`src/rtl/uart_tx_param.sv`:
```
// Parametrised UART transmitter: valid/ready word in, framed serial out on tx; start bit one cycle after accept.
// Latency: frame is (1+DATA_BITS+parity+STOP_BITS)*CLKS_PER_BIT cycles; ready stays low (backpressure) until the done cycle has passed.
module uart_tx_param #(
    parameter int CLKS_PER_BIT = 868,
    parameter int DATA_BITS    = 8,
    parameter int PARITY       = 0,
    parameter int STOP_BITS    = 1,
    parameter int LSB_FIRST    = 1
) (
    input  logic                 clk,
    input  logic                 rst_n,
    input  logic                 valid,
    input  logic [DATA_BITS-1:0] data,
    output logic                 ready,
    output logic                 tx,
    output logic                 busy,
    output logic                 done
);

    localparam int BW = $clog2(CLKS_PER_BIT);
    localparam int IW = $clog2(DATA_BITS);
    localparam logic [BW-1:0] BAUD_LAST = BW'(CLKS_PER_BIT - 1);
    localparam logic [BW-1:0] BAUD_PRE  = BW'(CLKS_PER_BIT - 2);
    localparam logic [IW-1:0] IDX_LAST  = IW'(DATA_BITS - 1);

    if (CLKS_PER_BIT < 2) begin : g_chk_cpb
        $error("uart_tx_param: CLKS_PER_BIT must be >= 2");
    end
    if (DATA_BITS < 5 || DATA_BITS > 9) begin : g_chk_bits
        $error("uart_tx_param: DATA_BITS must be 5..9");
    end
    if (PARITY < 0 || PARITY > 2) begin : g_chk_par
        $error("uart_tx_param: PARITY must be 0, 1 or 2");
    end
    if (STOP_BITS != 1 && STOP_BITS != 2) begin : g_chk_stop
        $error("uart_tx_param: STOP_BITS must be 1 or 2");
    end

    typedef enum logic [2:0] {IDLE, START, DATA, PAR, STOP} state_t;

    state_t                 state;
    logic [BW-1:0]          baud;
    logic [IW-1:0]          idx;
    logic                   stop_idx;
    logic [DATA_BITS-1:0]   shadow;

    logic                   baud_end;
    logic                   stop_last;
    logic                   par_bit;
    logic [IW-1:0]          idx_next;

    assign baud_end  = (baud == BAUD_LAST);
    assign stop_last = (STOP_BITS == 1) || stop_idx;
    assign par_bit   = (PARITY == 1) ? ~^shadow : ^shadow;
    assign idx_next  = idx + IW'(1);
    assign busy      = ~ready;

    function automatic logic pick(input logic [DATA_BITS-1:0] w, input logic [IW-1:0] i);
        if (LSB_FIRST != 0)
            return w[i];
        else
            return w[IDX_LAST - i];
    endfunction

    always_ff @(posedge clk or negedge rst_n) begin
        if (!rst_n) begin
            state    <= IDLE;
            baud     <= '0;
            idx      <= '0;
            stop_idx <= 1'b0;
            shadow   <= '0;
            tx       <= 1'b1;
            ready    <= 1'b1;
            done     <= 1'b0;
        end else begin
            done <= 1'b0;
            case (state)
                IDLE: begin
                    if (valid) begin
                        shadow <= data;
                        state  <= START;
                        tx     <= 1'b0;
                        ready  <= 1'b0;
                        baud   <= '0;
                    end
                end
                START: begin
                    if (baud_end) begin
                        baud  <= '0;
                        idx   <= '0;
                        tx    <= pick(shadow, '0);
                        state <= DATA;
                    end else begin
                        baud <= baud + BW'(1);
                    end
                end
                DATA: begin
                    if (baud_end) begin
                        baud <= '0;
                        if (idx == IDX_LAST) begin
                            idx <= '0;
                            if (PARITY != 0) begin
                                state <= PAR;
                                tx    <= par_bit;
                            end else begin
                                state    <= STOP;
                                tx       <= 1'b1;
                                stop_idx <= 1'b0;
                            end
                        end else begin
                            idx <= idx_next;
                            tx  <= pick(shadow, idx_next);
                        end
                    end else begin
                        baud <= baud + BW'(1);
                    end
                end
                PAR: begin
                    if (baud_end) begin
                        baud     <= '0;
                        state    <= STOP;
                        tx       <= 1'b1;
                        stop_idx <= 1'b0;
                    end else begin
                        baud <= baud + BW'(1);
                    end
                end
                STOP: begin
                    // done is registered, so raise it one cycle early to land on the final stop cycle
                    if (stop_last && baud == BAUD_PRE)
                        done <= 1'b1;
                    if (baud_end) begin
                        baud <= '0;
                        if (stop_last) begin
                            state    <= IDLE;
                            ready    <= 1'b1;
                            stop_idx <= 1'b0;
                        end else begin
                            stop_idx <= 1'b1;
                        end
                    end else begin
                        baud <= baud + BW'(1);
                    end
                end
                default: begin
                    state <= IDLE;
                    tx    <= 1'b1;
                    ready <= 1'b1;
                end
            endcase
        end
    end

endmodule

```
`config.mk`:
```
export PLATFORM = sky130hd
export DESIGN_NAME = uart_tx_param
export DESIGN_NICKNAME = d
export VERILOG_FILES = /design/src/rtl/uart_tx_param.sv
export SDC_FILE = /design/constraint.sdc
export NUM_CORES = 1
export LEC_CHECK = 0
export CORE_MARGIN = 2
export CORE_UTILIZATION = 55
export DETAILED_ROUTE_END_ITERATION = 16
export DONT_BUFFER_PORTS = 1
export GPL_TIMING_DRIVEN = 0
export PLACE_DENSITY = 0.68
export SLEW_MARGIN = 15
export SYNTH_ARGS = -nofsm -noshare
export SYNTH_HDL_FRONTEND = slang
export SYNTH_SLANG_ARGS = --single-unit
```
`constraint.sdc`:
```
create_clock -name clk -period 3 [get_ports clk]
set_input_delay 0.3 -clock clk [delete_from_list [all_inputs] [get_ports clk]]
set_output_delay 0.3 -clock clk [all_outputs]
set_load 0.01 [all_outputs]
```
Yosys cells after proc, flatten, opt, wreduce, memory -nomap -nowiden:

Index checks and enable logic that the tools add are counted.

* equal/unequal tests: 13
* muxes and demuxes: 24
* bitwise logic cells: 3
* order comparisons: 1
* add/subtract/negate cells: 2
* reductions and logical operators: 11

Operators with widths (number)
* 3-bit two-way mux: 8
* 10-bit equality test, second input constant: 2
* 10-bit two-way mux: 2
* 10-bit case mux with 2 select lines: 1
* 3-bit case mux with 5 select lines: 1
* 2-bit != test, second input constant: 6
* 10-bit by 1-bit adder with 10-bit output, second input constant: 1
* 1-bit two-way mux: 8
* 3-bit by 2-bit equality test with 1-bit output, second input constant: 2
* 3-bit equality test, second input constant: 2
* 3-bit case mux with 2 select lines: 1
* 3-bit AND reduction: 2
* 6-bit AND reduction: 1
* 1-bit case mux with 5 select lines: 1
* 5-bit AND reduction: 1
* 3-bit by 4-bit < comparator with 1-bit output, second input constant: 1
* 2-bit AND reduction: 2
* 2-bit nonzero test: 2
* 4-bit OR reduction: 1
* 3-bit by 1-bit adder with 3-bit output, second input constant: 1
* 1-bit binary-select mux with 3-bit select: 1
* 3-bit by 1-bit equality test with 1-bit output, second input constant: 1
* 3-bit logical NOT: 1
* 1-bit NOT: 3
* other kinds (2): 2

* word-level logic and storage cells: 61
* register bits: 27
* output and inout bits: 4

Depth between registers and ports, before layout:

* depth after elaboration: 6
* mapped depth: 6
* gate-level depth less buffers: 6

Worst setup path after synthesis:

No wires, ideal clock.

* kind: register to register
* start point: register idx[0]
* end point: register tx
* slack: 1.234 ns
* arrival time: 1.672 ns
* required time: 2.907 ns
* library setup time: 0.093 ns
* clock period less this slack: 1.766 ns
* cell stages (with the launch flop): 7
* path buffers: 0
* cell sequence: dfrtp_1 ha_1 ha_1 mux4_2 mux2_2 o21ai_0 a21oi_1

* longest elaborated chain between the ends: 6

RTL lines
* start, declared: line 43 `logic [IW-1:0] idx;`
* start signal, assigned: line 111 `idx <= idx_next;`
* 3-bit by 1-bit adder with 3-bit output: line 55 `assign idx_next = idx + IW'(1);`
* 1-bit binary-select mux with 3-bit select: line 60 `return w[i];`
* 1-bit two-way mux (not written as such): line 60
* 1-bit two-way mux (*): line 100 `if (idx == IDX_LAST) begin`
* 1-bit two-way mux (*): line 98 `if (baud_end) begin`
* 1-bit case mux with 5 select lines (*): line 77 `case (state)`
* end signal, assigned: line 91 `tx <= pick(shadow, '0);`
* end signal, assigned: line 104 `tx <= par_bit;`
* end signal, assigned: line 112 `tx <= pick(shadow, idx_next);`
* end, declared: line 15 `output logic tx,`

Every way passes the cells marked *; elsewhere a longest branch is shown, timed or not. The select of a mux whose other input is x is not followed.
A chain may end at the register's enable or synchronous reset.

Worst setup path after layout:

* start point: register state[1]
* end point: register baud[8]

* longest elaborated chain between the ends: 4

RTL lines
* start, declared: line 41 `state_t state;`
* start signal, assigned: line 67 `state <= IDLE;`
* start signal, assigned: line 81 `state <= START;`
* start signal, assigned: line 92 `state <= DATA;`
* 3-bit equality test (tied with other cells): line 77
* 4-bit OR reduction (no source line)
* 2-bit nonzero test (no source line)
* 2-bit AND reduction (no source line)
* end signal, assigned: line 94 `baud <= baud + BW'(1);`
* end signal, assigned: line 115 `baud <= baud + BW'(1);`
* end signal, assigned: line 125 `baud <= baud + BW'(1);`
* end, declared: line 42 `logic [BW-1:0] baud;`

Parallel ways exist; a longest one is shown, timed or not.

==> impl_metrics.tcl <==
set metrics [dict create \
    power.total_mw 0.930 \
    ant_nets 0 \
    grt_pass1_vias 1202 \
    setup_viol 0 \
    gp_congestion 0.895 \
    placed_cell_area_sq_um 1600 \
    crit_start "state[1]$_DFFE_PN0P_" \
    placement_rows 19 \
    worst_slew_pin_slew_ps 548 \
    place_hpwl_um 2150 \
    rrSetupSlack_ps 990 \
    async_flop_share 1.00 \
    path_cells "clkbuf_1 > nor2_1 > nand2_1 > o22ai_2 > o211ai_1" \
    worstPathRequired_ps 3200 \
    rsz0062_at_grt "false" \
    wl_per_cell_um 16.0 \
    synth_area_sq_um 1560 \
    grt_usage 0.208 \
    finalInstanceArea_sq_um 1660 \
    fin_cells 184 \
    clockBufferDepth 2 \
    portBuffers 0 \
    status "completed" \
    drc 0 \
    dieArea_sq_um 3280 \
    power_density_nw_per_um2 561 \
    post-route-min-period_ps 2010 \
    nNetsFinal 169 \
    setup_slack_ps 993 \
    critPathLaunchType "flop" \
    hp-class "in2reg" \
    place_inst 178 \
    clkSlewWorstSetupHoldPaths_ps 150 \
    avgViaCountPerCell 6.46 \
    die_w_um 57.3 \
    synthFlopType "dfrtp_1" \
    synth_top_cell_by_area "dfrtp_1" \
    diodes 0 \
    avgSynthCellArea_sq_um 10.6 \
    ys_seq_elements 27 \
    syn_to_final_growth_pct 6.08 \
    setup_tns_ps 0 \
    cts_tree "yes" \
    cp_max_fo 10 \
    start_util 0.572 \
    yosys-top-cells-area "dfrtp_1 40%, mux2_2 6.5%, dfstp_2 3.4%" \
    drv_slew 0 \
    synthDistinctLibCells 49 \
    grt_pass1_wl_um 5380 \
    relSlewSlack 0.633 \
    path_class "reg2reg" \
    netlist_instances 147 \
    reg2reg_depth 5 \
    netlist.area_leader.share 0.400 \
    htreeDepth 1 \
    peakVddDrop_uv 435 \
    grt_max_degree 28 \
    ys_seq_area_frac 0.434 \
    grt_overflow 0 \
    finClkSkew_ps 8.84 \
    firstDrtPassIters 4 \
    slowest_stage "dfrtp_1" \
    min_period_over_period 0.669 \
    die_y_um 57.3 \
    r2r-end "baud[8]$_DFFE_PN0P_" \
    fp.coreArea_sq_um 2730 \
    antenna_found_initial 0 \
    first_iter_violations 53 \
    end_kind "flop" \
    pre_cts_ws_ps 1050 \
    maxCapViolCount 0 \
    cp_slowest_stage_delay_ps 470 \
    syn_nets 162 \
    io-pin-count 15 \
    cts_buffers 3 \
    synth-edff-count 0 \
    crit_end "baud[8]$_DFFE_PN0P_" \
    cts.sinks 27 \
    fmax_ghz 0.498 \
    cp.arrival_ps 2210 \
    p_leak_nw 0.660 \
    cts_root_buffer "clkbuf_4" \
    wirelength_um 2950 \
    layout-drive-gt1-share 0.183 \
    vias 1189 \
    fillers 222 \
    hold_viol_final 0 \
    yosys_warnings 0 \
    clk_latency_ps 320 \
    reg2reg_from "state[1]$_DFFE_PN0P_" \
]
[worst min-delay path by stage]
stage / from / end / slack, ps / cells past startpoint
2_1_floorplan: rst_n / baud[0]$_DFFE_PN0P_ / 4 / 0
6_report: data[1] / shadow[1]$_DFFE_PN0P_ / 110 / 1
5_1_grt: data[4] / shadow[4]$_DFFE_PN0P_ / 100 / 1
3_3_place_gp: rst_n / state[0]$_DFFE_PN0P_ / 5 / 0
3_5_place_dp: rst_n / state[0]$_DFFE_PN0P_ / 5 / 0
4_1_cts: data[1] / shadow[1]$_DFFE_PN0P_ / 110 / 1
[registers in the layout, summed over array words and instances (netlist names)]
register / count
shadow: 8
done: 1
idx: 3
state: 3
ready: 1
baud: 10
tx: 1
[power by group]
part / total [mW] / switching, mW / internal (mW)
sequential: 0.543 / 0.0921 / 0.451
combinational: 0.228 / 0.105 / 0.122
clock: 0.160 / 0.108 / 0.0521
total: 0.930 / 0.305 / 0.625
[worst max-delay path, delay by kind of cell, from the launching register on]
kind | cells | cell delay [ps]
buffers and inverters | 1 | 220
and+or+nand+nor | 2 | 650
AOI/OAI and AO/OA | 2 | 540
DFF | 1 | 470
[metrics by stage]
stage          hold slack [ps]   util
6_report                   110  0.606
5_1_grt                   97.1  0.606
4_1_cts                    107  0.606
3_5_place_dp              5.02  0.586
3_3_place_gp              4.92  0.586
2_1_floorplan             4.41      -
[placed cells by master, fill, tap and decap left out, types with 3 or more instances in the layout]
cell / count
and2_1: 4
o21ai_0: 4
clkbuf_4: 3
inv_1: 3
nand3_1: 8
and4_1: 3
xor2_1: 5
buf_2: 4
clkbuf_1: 4
nand4_1: 5
dfrtp_1: 25
a21oi_1: 6
nor2_1: 13
ha_1: 4
nand2_1: 4
mux2_2: 9
o21a_1: 3
[per-layer routing]
metal	wire, um	share of wire	track usage
met4	29	0.0098	0.0532
met1	1440	0.49	0.298
met2	1340	0.45	0.332
met5	0	0	0
met3	143	0.048	0.0363
[synth_stat cells, types with 3 or more instances]
master and number:
buf_2 4, nand2_1 4, and4_1 3, and2_1 4, inv_1 3, nand4_1 5
clkbuf_1 3, xor2_1 5, nor2_1 13, o21ai_0 4, o21a_1 3, dfrtp_1 25
a21oi_1 6, nand3_1 8, mux2_2 9, ha_1 4
[cell type report]
type / count / area [sq um] / area share
sequential: 27 / 678 / 0.409
clock buffer: 4 / 26.3 / 0.0158
multi-input combinational: 109 / 831 / 0.501
buffer: 8 / 42.5 / 0.0257
tap: 31 / 38.8 / 0.0234
inverter: 3 / 11.3 / 0.00679
timing repair buffer: 2 / 30.0 / 0.0181
[what timing repair did]
| action | in CTS | in global routing |
|---|---|---|
| hold endpoints to repair | 27 | 0 |
| setup buffers | 0 | 0 |
| hold buffers | 2 | 0 |
| resized for setup | 0 | 0 |
[cells by family after synthesis]
family,share of synthesized area
AND/OR/NAND/NOR,0.231
buffers and inverters,0.0344
adder cells (fa/ha/maj),0.0320
flip-flops,0.434
XOR/XNOR,0.0280
AO/OA/AOI/OAI,0.147
multiplexers,0.0937
(Power assumes the default switching activity.)
